--- src/rtl/uart_tx_pkg.sv ---
// uart_tx_pkg: shared definitions for the memory-mapped UART transmitter.
//   - Register offsets within the 16-byte window (selected by daddr[3:2]).
//   - STATUS register bit positions.
//   - Transmit FSM state encoding.
package uart_tx_pkg;

    localparam logic [1:0] REG_TXDATA = 2'd0;
    localparam logic [1:0] REG_STATUS = 2'd1;
    localparam logic [1:0] REG_DIV    = 2'd2;

    localparam int STS_FULL  = 0;
    localparam int STS_EMPTY = 1;
    localparam int STS_BUSY  = 2;
    localparam int STS_OVF   = 3;
    localparam int STS_PAR   = 4;

    typedef enum logic [2:0] {
        ST_IDLE,
        ST_START,
        ST_DATA,
        ST_PARITY,
        ST_STOP
    } tx_state_e;

endpackage

--- src/rtl/mmio_uart_tx_if.sv ---
// mmio_uart_tx_if: CPU data-port bundle seen by the UART transmitter.
//   daddr  : byte address (master -> slave)
//   dwdata : lane-replicated store data (master -> slave)
//   dwe    : byte write enables (master -> slave)
//   drdata : combinational read data (slave -> master)
interface mmio_uart_tx_if;
    logic [31:0] daddr;
    logic [31:0] dwdata;
    logic [3:0]  dwe;
    logic [31:0] drdata;

    modport master (output daddr, output dwdata, output dwe, input drdata);
    modport slave  (input daddr, input dwdata, input dwe, output drdata);
endinterface

--- src/rtl/uart_tx_fifo.sv ---
// uart_tx_fifo: synchronous FIFO holding bytes waiting to be transmitted.
//   clk, reset_n : clock and asynchronous active-low reset
//   i_push/i_din : write request and data (ignored when full)
//   i_pop        : read request (ignored when empty)
//   o_dout       : head entry, valid whenever o_empty is low
//   o_full/o_empty/o_count : occupancy, all derived from the pre-edge count
// DEPTH must be a power of two so the pointers wrap on their own.
module uart_tx_fifo #(
    parameter int DEPTH = 8,
    parameter int WIDTH = 8
) (
    input  logic                       clk,
    input  logic                       reset_n,
    input  logic                       i_push,
    input  logic [WIDTH-1:0]           i_din,
    input  logic                       i_pop,
    output logic [WIDTH-1:0]           o_dout,
    output logic                       o_full,
    output logic                       o_empty,
    output logic [$clog2(DEPTH):0]     o_count
);
    localparam int AW = $clog2(DEPTH);
    localparam int CW = AW + 1;

    logic [WIDTH-1:0] r_mem [DEPTH];
    logic [AW-1:0]    r_wr_ptr;
    logic [AW-1:0]    r_rd_ptr;
    logic [CW-1:0]    r_count;
    logic             w_do_push;
    logic             w_do_pop;

    assign o_full    = (r_count == CW'(DEPTH));
    assign o_empty   = (r_count == '0);
    assign o_count   = r_count;
    // Head is read asynchronously so the FSM can load it on the pop edge.
    assign o_dout    = r_mem[r_rd_ptr];
    assign w_do_push = i_push && !o_full;
    assign w_do_pop  = i_pop && !o_empty;

    always_ff @(posedge clk) begin
        if (w_do_push) begin
            r_mem[r_wr_ptr] <= i_din;
        end
    end

    always_ff @(posedge clk or negedge reset_n) begin
        if (!reset_n) begin
            r_wr_ptr <= '0;
            r_rd_ptr <= '0;
            r_count  <= '0;
        end else begin
            if (w_do_push) r_wr_ptr <= r_wr_ptr + AW'(1);
            if (w_do_pop)  r_rd_ptr <= r_rd_ptr + AW'(1);
            case ({w_do_push, w_do_pop})
                2'b10:   r_count <= r_count + CW'(1);
                2'b01:   r_count <= r_count - CW'(1);
                default: r_count <= r_count;
            endcase
        end
    end
endmodule

--- src/rtl/mmio_uart_tx.sv ---
// mmio_uart_tx: memory-mapped UART transmitter on the CPU data port.
//   clk, reset_n : clock and asynchronous active-low reset
//   bus (slave)  : daddr/dwdata/dwe in, combinational drdata out
//   txd          : serial output, idles high
//   tx_irq       : high while the FIFO is empty and the FSM is idle
// Registers: 0x0 TXDATA (W), 0x4 STATUS, 0x8 DIV (RW), 0xC reserved.
// Optional build macro UART_TX_PARITY_EN adds an even-parity bit per frame.
module mmio_uart_tx
    import uart_tx_pkg::*;
#(
    parameter logic [31:0] BASE_ADDR   = 32'h8000_0000,
    parameter int          FIFO_DEPTH  = 8,
    parameter logic [15:0] DEFAULT_DIV = 16'd433
) (
    input  logic            clk,
    input  logic            reset_n,
    mmio_uart_tx_if.slave   bus,
    output logic            txd,
    output logic            tx_irq
);
    localparam int CW = $clog2(FIFO_DEPTH) + 1;

    logic          w_hit, w_wr, w_push, w_clr_ovf, w_pop, w_bit_end;
    logic [1:0]    w_sel;
    logic          w_full, w_empty;
    logic [CW-1:0] w_count;
    logic [7:0]    w_head;
    logic          w_unused;

    tx_state_e     r_state, state_next;
    logic [15:0]   r_div;
    logic          r_ovf;
    logic [7:0]    r_shift, shift_next;
    logic [2:0]    r_bit_idx, bit_idx_next;
    logic [15:0]   r_baud_cnt, baud_next;
    logic [15:0]   r_bit_div, bit_div_next;
`ifdef UART_TX_PARITY_EN
    logic          r_parity, parity_next;
`endif

    assign w_hit     = (bus.daddr[31:4] == BASE_ADDR[31:4]);
    assign w_sel     = bus.daddr[3:2];
    assign w_wr      = w_hit && (bus.dwe != 4'b0000);
    assign w_push    = w_wr && (w_sel == REG_TXDATA) && bus.dwe[0];
    assign w_clr_ovf = w_wr && (w_sel == REG_STATUS) && bus.dwe[0] && bus.dwdata[3];
    assign w_unused  = ^{bus.dwdata[31:16], bus.daddr[1:0]};

    // The period is latched per bit so a DIV write only affects the next bit.
    assign w_bit_end = (r_baud_cnt == r_bit_div);
    assign tx_irq    = w_empty && (r_state == ST_IDLE);

    uart_tx_fifo #(.DEPTH(FIFO_DEPTH), .WIDTH(8)) u_fifo (
        .clk     (clk),
        .reset_n (reset_n),
        .i_push  (w_push),
        .i_din   (bus.dwdata[7:0]),
        .i_pop   (w_pop),
        .o_dout  (w_head),
        .o_full  (w_full),
        .o_empty (w_empty),
        .o_count (w_count)
    );

    always_comb begin
        bus.drdata = '0;
        if (w_hit) begin
            case (w_sel)
                REG_STATUS: begin
                    bus.drdata[STS_FULL]  = w_full;
                    bus.drdata[STS_EMPTY] = w_empty;
                    bus.drdata[STS_BUSY]  = (r_state != ST_IDLE);
                    bus.drdata[STS_OVF]   = r_ovf;
`ifdef UART_TX_PARITY_EN
                    bus.drdata[STS_PAR]   = 1'b1;
`endif
                    bus.drdata[15:8]      = 8'(w_count);
                end
                REG_DIV: bus.drdata[15:0] = r_div;
                default: bus.drdata = '0;
            endcase
        end
    end

    always_comb begin
        state_next   = r_state;
        shift_next   = r_shift;
        bit_idx_next = r_bit_idx;
        baud_next    = r_baud_cnt + 16'd1;
        bit_div_next = r_bit_div;
`ifdef UART_TX_PARITY_EN
        parity_next  = r_parity;
`endif
        w_pop        = 1'b0;
        txd          = 1'b1;
        // Any bit boundary restarts the baud counter with the current DIV.
        if (w_bit_end || r_state == ST_IDLE) begin
            baud_next    = '0;
            bit_div_next = r_div;
        end
        case (r_state)
            ST_IDLE, ST_STOP: begin
                if (r_state == ST_IDLE || w_bit_end) begin
                    if (!w_empty) begin
                        w_pop      = 1'b1;
                        shift_next = w_head;
`ifdef UART_TX_PARITY_EN
                        parity_next = ^w_head;
`endif
                        state_next = ST_START;
                    end else begin
                        state_next = ST_IDLE;
                    end
                end
            end
            ST_START: begin
                txd = 1'b0;
                if (w_bit_end) begin
                    state_next   = ST_DATA;
                    bit_idx_next = '0;
                end
            end
            ST_DATA: begin
                txd = r_shift[0];
                if (w_bit_end) begin
                    shift_next   = {1'b0, r_shift[7:1]};
                    bit_idx_next = r_bit_idx + 3'd1;
                    if (r_bit_idx == 3'd7) begin
`ifdef UART_TX_PARITY_EN
                        state_next = ST_PARITY;
`else
                        state_next = ST_STOP;
`endif
                    end
                end
            end
`ifdef UART_TX_PARITY_EN
            ST_PARITY: begin
                txd = r_parity;
                if (w_bit_end) state_next = ST_STOP;
            end
`endif
            default: state_next = ST_IDLE;
        endcase
    end

    always_ff @(posedge clk or negedge reset_n) begin
        if (!reset_n) begin
            r_state    <= ST_IDLE;
            r_shift    <= '0;
            r_bit_idx  <= '0;
            r_baud_cnt <= '0;
            r_bit_div  <= DEFAULT_DIV;
`ifdef UART_TX_PARITY_EN
            r_parity   <= 1'b0;
`endif
        end else begin
            r_state    <= state_next;
            r_shift    <= shift_next;
            r_bit_idx  <= bit_idx_next;
            r_baud_cnt <= baud_next;
            r_bit_div  <= bit_div_next;
`ifdef UART_TX_PARITY_EN
            r_parity   <= parity_next;
`endif
        end
    end

    always_ff @(posedge clk or negedge reset_n) begin
        if (!reset_n) begin
            r_div <= DEFAULT_DIV;
            r_ovf <= 1'b0;
        end else begin
            if (w_wr && w_sel == REG_DIV) begin
                if (bus.dwe[0]) r_div[7:0]  <= bus.dwdata[7:0];
                if (bus.dwe[1]) r_div[15:8] <= bus.dwdata[15:8];
            end
            if (w_push && w_full)   r_ovf <= 1'b1;
            else if (w_clr_ovf)     r_ovf <= 1'b0;
        end
    end
endmodule
--- src/flat_wrapper.sv ---
// flat-port wrapper written by rule: the top's interface ports become plain ports
module mmio_uart_tx_flat import uart_tx_pkg::*;
#(
    parameter logic [31:0] BASE_ADDR   = 32'h8000_0000,
    parameter int          FIFO_DEPTH  = 8,
    parameter logic [15:0] DEFAULT_DIV = 16'd433
)
  (clk, reset_n, txd, tx_irq, bus_daddr, bus_dwdata, bus_dwe, bus_drdata);
  mmio_uart_tx_if bus_i ();
  input  logic clk;
  input  logic reset_n;
  output logic txd;
  output logic tx_irq;
  input wire logic [$bits(bus_i.daddr)-1:0] bus_daddr;
  input wire logic [$bits(bus_i.dwdata)-1:0] bus_dwdata;
  input wire logic [$bits(bus_i.dwe)-1:0] bus_dwe;
  output wire logic [$bits(bus_i.drdata)-1:0] bus_drdata;
  assign bus_i.daddr = bus_daddr;
  assign bus_i.dwdata = bus_dwdata;
  assign bus_i.dwe = bus_dwe;
  assign bus_drdata = bus_i.drdata;
  mmio_uart_tx #(.BASE_ADDR(BASE_ADDR), .FIFO_DEPTH(FIFO_DEPTH), .DEFAULT_DIV(DEFAULT_DIV)) u_core (.clk(clk), .reset_n(reset_n), .bus(bus_i), .txd(txd), .tx_irq(tx_irq));
endmodule
--- config.mk ---
export PLATFORM = sky130hd
export DESIGN_NAME = mmio_uart_tx_flat
export DESIGN_NICKNAME = d
export VERILOG_FILES = /design/src/rtl/uart_tx_pkg.sv /design/src/rtl/mmio_uart_tx_if.sv /design/src/rtl/uart_tx_fifo.sv /design/src/rtl/mmio_uart_tx.sv /design/src/flat_wrapper.sv
export SDC_FILE = /design/constraint.sdc
export NUM_CORES = 1
export LEC_CHECK = 0
export CAP_MARGIN = 20
export CORE_MARGIN = 2
export CORE_UTILIZATION = 45
export CTS_CLUSTER_DIAMETER = 60
export DETAILED_ROUTE_END_ITERATION = 6
export PLACE_DENSITY = 0.69
export SLEW_MARGIN = 10
export SYNTH_ARGS = -nofsm -noshare
export SYNTH_HDL_FRONTEND = slang
export SYNTH_SLANG_ARGS = --single-unit
--- constraint.sdc ---
create_clock -name clk -period 2.8 [get_ports clk]
set_input_delay 0.56 -clock clk [delete_from_list [all_inputs] [get_ports clk]]
set_output_delay 0.56 -clock clk [all_outputs]
set_load 0.05 [all_outputs]
==> results of run 1 <==
-- worst max-delay path: stages --
cell and delay [ps]:
sky130_fd_sc_hd__clkdlybuf4s50_1 440, sky130_fd_sc_hd__nor4_4 190, sky130_fd_sc_hd__nand4_4 130, sky130_fd_sc_hd__buf_6 150, sky130_fd_sc_hd__nor3_4 190, sky130_fd_sc_hd__buf_6 130, sky130_fd_sc_hd__buf_12 110, sky130_fd_sc_hd__and2_4 150
sky130_fd_sc_hd__buf_12 130
-- cell type report --
cell class,count,area (sq um)
fill,1114,5820
multi-input combinational,333,2720
inverter,15,56.3
clock buffer,17,425
sequential,137,3760
clock inverter,15,128
tap,184,230
timing repair buffer,120,1290
-- cell families (layout without fill, tap and decap cells) --
| kind of cell | count (synthesis) | in the layout | synth area share [%] |
|---|---|---|---|
| DFF | 137 | 137 | 57.2 |
| AOI/OAI and AO/OA | 56 | 56 | 6.93 |
| buffers and inverters | 52 | 167 | 4.49 |
| and+or+nand+nor | 152 | 152 | 13.8 |
| xor gates and xnor gates | 38 | 38 | 5.06 |
| adders and majority gates | 12 | 12 | 2.40 |
| other | 1 | 16 | 0.0571 |
| muxes | 59 | 59 | 10.0 |
-- worst max path at each step --
stage / cells past startpoint / to / slack (ps) / start
floorplan: 11 / u_core.u_fifo.o_count[3] / 20 / bus_daddr[20]
global placement: 12 / u_core.u_fifo.o_count[3] / -370 / bus_daddr[13]
detailed placement: 12 / u_core.u_fifo.o_count[3] / -370 / bus_daddr[12]
CTS: 9 / bus_drdata[7] / 7 / bus_daddr[31]
global route: 12 / u_core.u_fifo.o_count[3] / -20 / u_core.r_baud_cnt[11]
finish: 9 / bus_drdata[7] / 60 / bus_daddr[16]
-- routing by layer --
| metal | wire length, um | part of all wire, % | vias to the layer above |
|---|---|---|---|
| met5 | 0 | 0 | - |
| met2 | 6810 | 49 | 134 |
| met4 | 152 | 1.1 | 0 |
| met1 | 6140 | 45 | 2172 |
| met3 | 672 | 4.9 | 13 |
| li1 | - | - | 2054 |
-- timing repair --
action,CTS,global route
buffers inserted,6,5
setup endpoints to repair,16,18
cloned,1,0
resized for setup,50,17
pin swaps,11,18
-- flip-flops by register name, summed over array words and instances, names as in the netlist --
| signal | flops |
|---|---|
| u_core.u_fifo.r_wr_ptr | 3 |
| u_core.r_shift | 8 |
| u_core.r_bit_div | 16 |
| u_core.r_div | 16 |
| u_core.r_state | 3 |
| u_core.u_fifo.r_mem | 64 |
| u_core.u_fifo.o_count | 4 |
| u_core.u_fifo.r_rd_ptr | 3 |
| u_core.r_ovf | 1 |
| u_core.r_baud_cnt | 16 |
| u_core.r_bit_idx | 3 |
-- power by group through the flow --
stage | Combinational, uW | Clock (uW) | Sequential [uW]
after global placement | 289 | 0 | 2170
after detailed placement | 297 | 0 | 2170
after global routing | 317 | 2210 | 2140
after floorplan | 164 | 0 | 2170
final | 293 | 2080 | 2130
after CTS | 295 | 2110 | 2130
-- metrics by stage --
step           instances  area (sq um)  hold WS (ps)  TNS [ps]
2_1_floorplan        522          6630           264         0
3_3_place_gp         777          7770           481     -2640
3_5_place_dp         777          7770           487     -2830
4_1_cts              816          8510           212         0
5_1_grt              821          8610           235     -20.0
6_report             821          8610           189         0
-- cells in the final DEF, fill, tap and decap left out, types with 5 or more instances in the layout --
master and count:
sky130_fd_sc_hd__o32a_1 7, sky130_fd_sc_hd__mux2_2 29, sky130_fd_sc_hd__mux2_1 6, sky130_fd_sc_hd__buf_4 47, sky130_fd_sc_hd__nor4_4 6, sky130_fd_sc_hd__buf_6 5
sky130_fd_sc_hd__nor2_4 8, sky130_fd_sc_hd__a221oi_1 5, sky130_fd_sc_hd__nand3_1 10, sky130_fd_sc_hd__buf_12 18, sky130_fd_sc_hd__inv_1 15, sky130_fd_sc_hd__dlymetal6s2s_1 10
sky130_fd_sc_hd__nand2_1 20, sky130_fd_sc_hd__dfrtp_1 63, sky130_fd_sc_hd__nor4_2 6, sky130_fd_sc_hd__xor2_1 25, sky130_fd_sc_hd__nor2_1 48, sky130_fd_sc_hd__a22oi_1 8
sky130_fd_sc_hd__a21oi_1 5, sky130_fd_sc_hd__a211o_1 5, sky130_fd_sc_hd__o211ai_1 6, sky130_fd_sc_hd__nor3_1 8, sky130_fd_sc_hd__inv_6 6, sky130_fd_sc_hd__and2_4 8
sky130_fd_sc_hd__xnor2_1 13, sky130_fd_sc_hd__conb_1 16, sky130_fd_sc_hd__dlygate4sd2_1 14, sky130_fd_sc_hd__clkbuf_16 17, sky130_fd_sc_hd__ha_1 9, sky130_fd_sc_hd__edfxtp_1 64
sky130_fd_sc_hd__dfstp_2 10, sky130_fd_sc_hd__clkdlybuf4s50_1 24, sky130_fd_sc_hd__mux2i_1 22
==> flow_summary.ini, run 1 <==
[sta]
report.final.setup_viol = 0
rsz0062_at_grt = yes
period_minus_slack_ps = 2740
fin_worst_skew_ps = 8.53
setup_ws_ps = 60.2
report.final.slew_viol_count = 0
normalized_max_slew_margin_pct = 53.3
timing.final.crit_share_pct = 97.9
timing_hold_violations_final = 0
tightestPinTransition_ps = 700
fmaxAchievable_ghz = 0.365

[logic_synthesis]
post_synth_main_area_contributors = sky130_fd_sc_hd__edfxtp_1, sky130_fd_sc_hd__dfrtp_1, sky130_fd_sc_hd__mux2_2
syn-cell-area_sq_um = 6570
synth-main-ff-cell = sky130_fd_sc_hd__edfxtp_1
synthDominantCellAreaShare_pct = 29.2
yosys.cell_count.top_type = sky130_fd_sc_hd__edfxtp_1
ys_warn_count = 0
syn-mean-instance-area_sq_um = 13.0
yosys-top-cells-count = sky130_fd_sc_hd__edfxtp_1, sky130_fd_sc_hd__dfrtp_1, sky130_fd_sc_hd__nor2_1, sky130_fd_sc_hd__mux2_2, sky130_fd_sc_hd__xor2_1
synth-edff-count = 64
share_of_the_yosys_chip_area_belonging_to_registers_pct = 57.2
yosysUniqueCellTypes = 66
ys_async_sr_fraction_pct = 53.3
synth-seq-cells = 137
synthDominantAreaCellType = sky130_fd_sc_hd__edfxtp_1
synthesis.instances = 507

[die]
fp-row-count = 44
die_area_sq_um = 15600
fp.dieW_um = 125
initial_utilization_pct = 45.6
core_area_sq_um = 14400
die_y_um = 125
io_pins = 104

[cts]
post_cts_hold_buffer_count = 0
cts.path.max_buffers = 2
tritoncts.num_buffers = 17
clock_latency_ps = 420
cts.reportedPaths.clkPinSlew_ps = 60
cts_tree = yes
cts-htree-levels = 4
tritoncts_sinks = 137
cts.root.buffer_cell = sky130_fd_sc_hd__clkbuf_16

[placement]
hpwl_after_detailed_placement_mm = 9.69
placement.setup.worst_slack_ps = -375
placement.io_buffers = 67
place_congestion = 0.824

[global_route]
grt_start_max_net_pins = 46
grt_pass1_vias = 4552
grt_antenna_before_repair = 0
grt_overflow_total = 0
globalRouteMet1Util_pct = 24.8
globalRouteMet2Util_pct = 30.4
grt_usage_pct = 18.6
grt.busiest_layer = met2
grt_first_pass_wirelength_mm = 23.3
grt_use_met3_pct = 4.85

[critical_path]
critical_path_arrival_ps = 2180
worstRegToRegCells = 12
critical_path.reg2reg.endpoint = u_core.u_fifo.o_count[3]
critical_path_required_ps = 2240
regToRegStartpoint = u_core.r_baud_cnt[6]
timing.critical_path.to_type = output pin
setup.worst_path.class = primary input to output pin
start_kind = primary input
reg2reg_setup_slack_ps = 120
critical_path_peak_fanout = 5

[routing]
detail_route.vias_per_cell = 5.33
avgRoutedWirePerCell_um = 16.8
drtPass1Iterations = 4
vias = 4373
drt-total-wl_mm = 13.8
dr.first_iter.drc_count = 260
drt_drc_violations_left = 0
drt.antenna.violating_nets = 0

[pwr]
switching_power_uw = 1110
power_density_of_the_placed_cells_nw_per_um2 = 524
intPower_uw = 3410
combPwrFrac_pct = 6.5
leakagePower_uw = 0.00367
share_clk_of_total_power_pct = 46.2
irDropWorstVdd_v = 0.000313
total_power_uw = 4510
p_seq_share_pct = 47.3
power.switching_fraction_pct = 24.5

[layout]
synthToLayoutAreaGrowth_pct = 31.0
antennaDiodeCount = 0
finish.utilization_pct = 59.7
finalNetCount = 706
drive_gt1_share_pct = 30.0

[job]
max-cap-violations = 0

[min_path]
holdCritPathClass = primary input to asynchronous set/reset pin

[run_status]
outcome = complete, no violations
Power figures use the tool's default switching activity.
==> run 2, diff against run 1 <==
Settings changed: ABC_AREA set to 1, TNS_END_PERCENT set to 30.
==> flow_summary.ini, run 2 <==
[sta]
period_minus_slack_ps = 2700
report.final.setup_viol = 0
rsz0062_at_grt = no
timing_hold_violations_final = 0
fmaxAchievable_ghz = 0.371
timing.final.crit_share_pct = 96.3
report.final.slew_viol_count = 0
tightestPinTransition_ps = 929
fin_worst_skew_ps = 9.83
normalized_max_slew_margin_pct = 38.0

[die]
fp.dieW_um = 125
fp-row-count = 44
io_pins = 104
core_area_sq_um = 14400
initial_utilization_pct = 45.6
die_y_um = 125
die_area_sq_um = 15600

[critical_path]
timing.critical_path.to_type = output pin
setup.worst_path.class = primary input to output pin
critical_path.max_stage_delay_ps = 390
critical_path_required_ps = 2240
reg2reg_setup_slack_ps = 230
worstRegToRegCells = 19
cp_top_family = buffers and inverters
critical_path_peak_fanout = 7
critical_path_arrival_ps = 2140
regToRegStartpoint = u_core.r_bit_div[0]
critical_path.slowest_cell = sky130_fd_sc_hd__clkdlybuf4s50_1
cell_by_cell_trace_of_the_critical_path = clkdlybuf4s50_1 -> nor2_1 -> nand3_1 -> nor3_4 -> buf_6 -> nand2_8 -> buf_12 -> nor2_4 -> buf_6 -> buf_12
cp.buffers_inverters = 5
critical_path.reg2reg.endpoint = u_core.u_fifo.o_count[3]
start_kind = primary input

[routing]
drt_drc_violations_left = 0
dr.first_iter.drc_count = 327
drt.antenna.violating_nets = 0
drt-total-wl_mm = 13.9
avgRoutedWirePerCell_um = 13.5
vias = 5105
drtPass1Iterations = 5
detail_route.vias_per_cell = 4.95

[logic_synthesis]
synth-adder-area-share_pct = 2.40
synthDominantAreaCellType = sky130_fd_sc_hd__edfxtp_1
syn-cell-area_sq_um = 6570
synthXorXnorAreaFrac_pct = 0.799
yosysUniqueCellTypes = 35
synth-edff-count = 64
synth_top_family_by_area = simple AND/OR/NAND/NOR gates
share_of_the_yosys_chip_area_belonging_to_registers_pct = 57.2
synth-seq-cells = 137
yosys.cell_count.top_type = sky130_fd_sc_hd__nand2_1
post_synth_mux_area_share_pct = 0
ys_async_sr_fraction_pct = 53.3
synth_compound_gate_area_share_pct = 9.76
synthDominantCellAreaShare_pct = 29.2
ys_warn_count = 0
post_synth_main_area_contributors = sky130_fd_sc_hd__edfxtp_1, sky130_fd_sc_hd__dfrtp_1, sky130_fd_sc_hd__nand2_1
synth_simple_gate_area_share_pct = 22.5
synthesis.instances = 737
synth-main-ff-cell = sky130_fd_sc_hd__edfxtp_1
syn-mean-instance-area_sq_um = 8.92
yosys-top-cells-count = sky130_fd_sc_hd__nand2_1, sky130_fd_sc_hd__nor2_1, sky130_fd_sc_hd__o21ai_0, sky130_fd_sc_hd__edfxtp_1, sky130_fd_sc_hd__dfrtp_1

[min_path]
holdCritPathClass = primary input to asynchronous set/reset pin

[global_route]
grt.busiest_layer = met2
grt_usage_pct = 18.4
grt_antenna_before_repair = 0
grt_first_pass_wirelength_mm = 22.8
grt_start_max_net_pins = 74
globalRouteMet1Util_pct = 26.9
globalRouteMet2Util_pct = 27.2
grt_use_met3_pct = 4.21
grt_pass1_vias = 4664
grt_overflow_total = 0

[layout]
drive_gt1_share_pct = 16.4
max_flop_register = u_core.u_fifo.r_mem
finish.utilization_pct = 59.0
filler_cell_count = 1219
final_cells = 1031
layout.cells.most_common_list = sky130_fd_sc_hd__nand2_1, sky130_fd_sc_hd__nor2_1, sky130_fd_sc_hd__o21ai_0, sky130_fd_sc_hd__edfxtp_1, sky130_fd_sc_hd__dfrtp_1
antennaDiodeCount = 0
synthToLayoutAreaGrowth_pct = 29.3
final_common_cell = sky130_fd_sc_hd__nand2_1
finalNetCount = 916
largest_register_ffs = 64

[job]
max-cap-violations = 0

[cts]
cts.reportedPaths.clkPinSlew_ps = 60
clock_latency_ps = 420
cts_tree = yes
cts.root.buffer_cell = sky130_fd_sc_hd__clkbuf_16
tritoncts_sinks = 137
cts.path.max_buffers = 2
post_cts_hold_buffer_count = 0
cts-htree-levels = 4
tritoncts.num_buffers = 17

[pwr]
leakagePower_uw = 0.00377
irDropWorstVdd_v = 0.000395
power_density_of_the_placed_cells_nw_per_um2 = 537

[placement]
placement.io_buffers = 67
place_inst = 997
place_congestion = 0.805
hpwl_after_detailed_placement_mm = 9.24

[run_status]
outcome = complete, no violations
run 2: cell types whose count changed after synthesis, moves of 22 or more:
cell                      previous run  this run
sky130_fd_sc_hd__mux2_2             29         0
sky130_fd_sc_hd__nand2_1            21       211
sky130_fd_sc_hd__inv_1              15        60
sky130_fd_sc_hd__nor2_1             57        92
sky130_fd_sc_hd__mux2i_1            22         0
sky130_fd_sc_hd__o21ai_0             3        82
run 2: through the flow:
| step | instance area, sq um | setup slack [ps] | power [uW] | hold WS, ps | setup TNS (ps) |
|---|---|---|---|---|---|
| 6_report | 8500 | 104 | 4570 | 278 | 0 |
| 5_1_grt | 8500 | 3.61 | 4720 | 361 | 0 |
| 4_1_cts | 8320 | -19.1 | 4610 | 326 | -28.6 |
| 3_5_place_dp | 7710 | -210 | 2320 | 459 | -439 |
| 3_3_place_gp | 7710 | -179 | 2320 | 455 | -303 |
| 2_1_floorplan | 6630 | 240 | 2230 | 264 | 0 |
run 2: worst reg2reg max path, stage by stage, from the launching register on:
cell                       delay [ps]
sky130_fd_sc_hd__dfstp_2          520
sky130_fd_sc_hd__inv_1             50
sky130_fd_sc_hd__nand2_1           50
sky130_fd_sc_hd__nand2_1           60
sky130_fd_sc_hd__nor2_2           110
sky130_fd_sc_hd__nand2_1           90
sky130_fd_sc_hd__nor2_4           160
sky130_fd_sc_hd__nand2_4          100
sky130_fd_sc_hd__nand2_4           70
sky130_fd_sc_hd__nand3_2           80
sky130_fd_sc_hd__inv_2            120
sky130_fd_sc_hd__ha_4             150
sky130_fd_sc_hd__ha_1             250
sky130_fd_sc_hd__nand2_1           80
sky130_fd_sc_hd__nor2_1            40
sky130_fd_sc_hd__a211oi_2         180
sky130_fd_sc_hd__nor2_1            60
sky130_fd_sc_hd__nor2_1            80
sky130_fd_sc_hd__nand2_1           70
sky130_fd_sc_hd__xor2_1           140
run 2: layout make-up:
type                            instances  area, sq um  share of cell area (%)
Clock inverter                         13          168                    1.97
Tap cell                              184          230                    2.71
Multi-Input combinational cell        509         2500                    29.4
Clock buffer                           19          443                    5.21
Sequential cell                       137         3760                    44.2
Timing Repair Buffer                   99         1140                    13.4
Inverter                               70          263                    3.09
run 2: logic make-up (layout without fill, tap and decap cells):
| kind of cell | after synthesis | after routing |
|---|---|---|
| AO/OA/AOI/OAI | 121 | 121 |
| other | 1 | 16 |
| flip-flops | 137 | 137 |
| adder cells (fa/ha/maj) | 12 | 12 |
| buffers and inverters | 106 | 201 |
| XOR/XNOR | 6 | 6 |
| AND/OR/NAND/NOR | 354 | 354 |
run 2: worst max path at each step:
stage | startpoint | to | cells after the start
after global routing | u_core.r_bit_div[0] | u_core.u_fifo.o_count[3] | 19
after detailed placement | bus_daddr[9] | u_core.u_fifo.o_count[3] | 16
after global placement | bus_daddr[9] | u_core.u_fifo.o_count[3] | 16
after floorplan | bus_daddr[19] | bus_drdata[12] | 8
after CTS | bus_daddr[19] | bus_drdata[6] | 12
final | bus_daddr[28] | bus_drdata[7] | 10
run 2: layer usage:
layer	wire [um]	up-vias
li1	-	2570
met1	6520	2377
met2	6400	142
met3	766	16
met4	197	0
met5	0	-
run 2: power breakdown:
part           total [uW]  switching [uW]  internal [uW]
Combinational         166             104           62.4
Clock                2290             859           1430
Sequential           2110       0.0000164           2110
Total                4570             963           3610
run 2: what timing repair did:
| action | 4_1_cts | 5_1_grt |
|---|---|---|
| setup buffers | 0 | 2 |
| gates cloned | 0 | 1 |
| pin swaps | 0 | 19 |
| setup endpoints to repair | 10 | 17 |
| resized for setup | 2 | 44 |
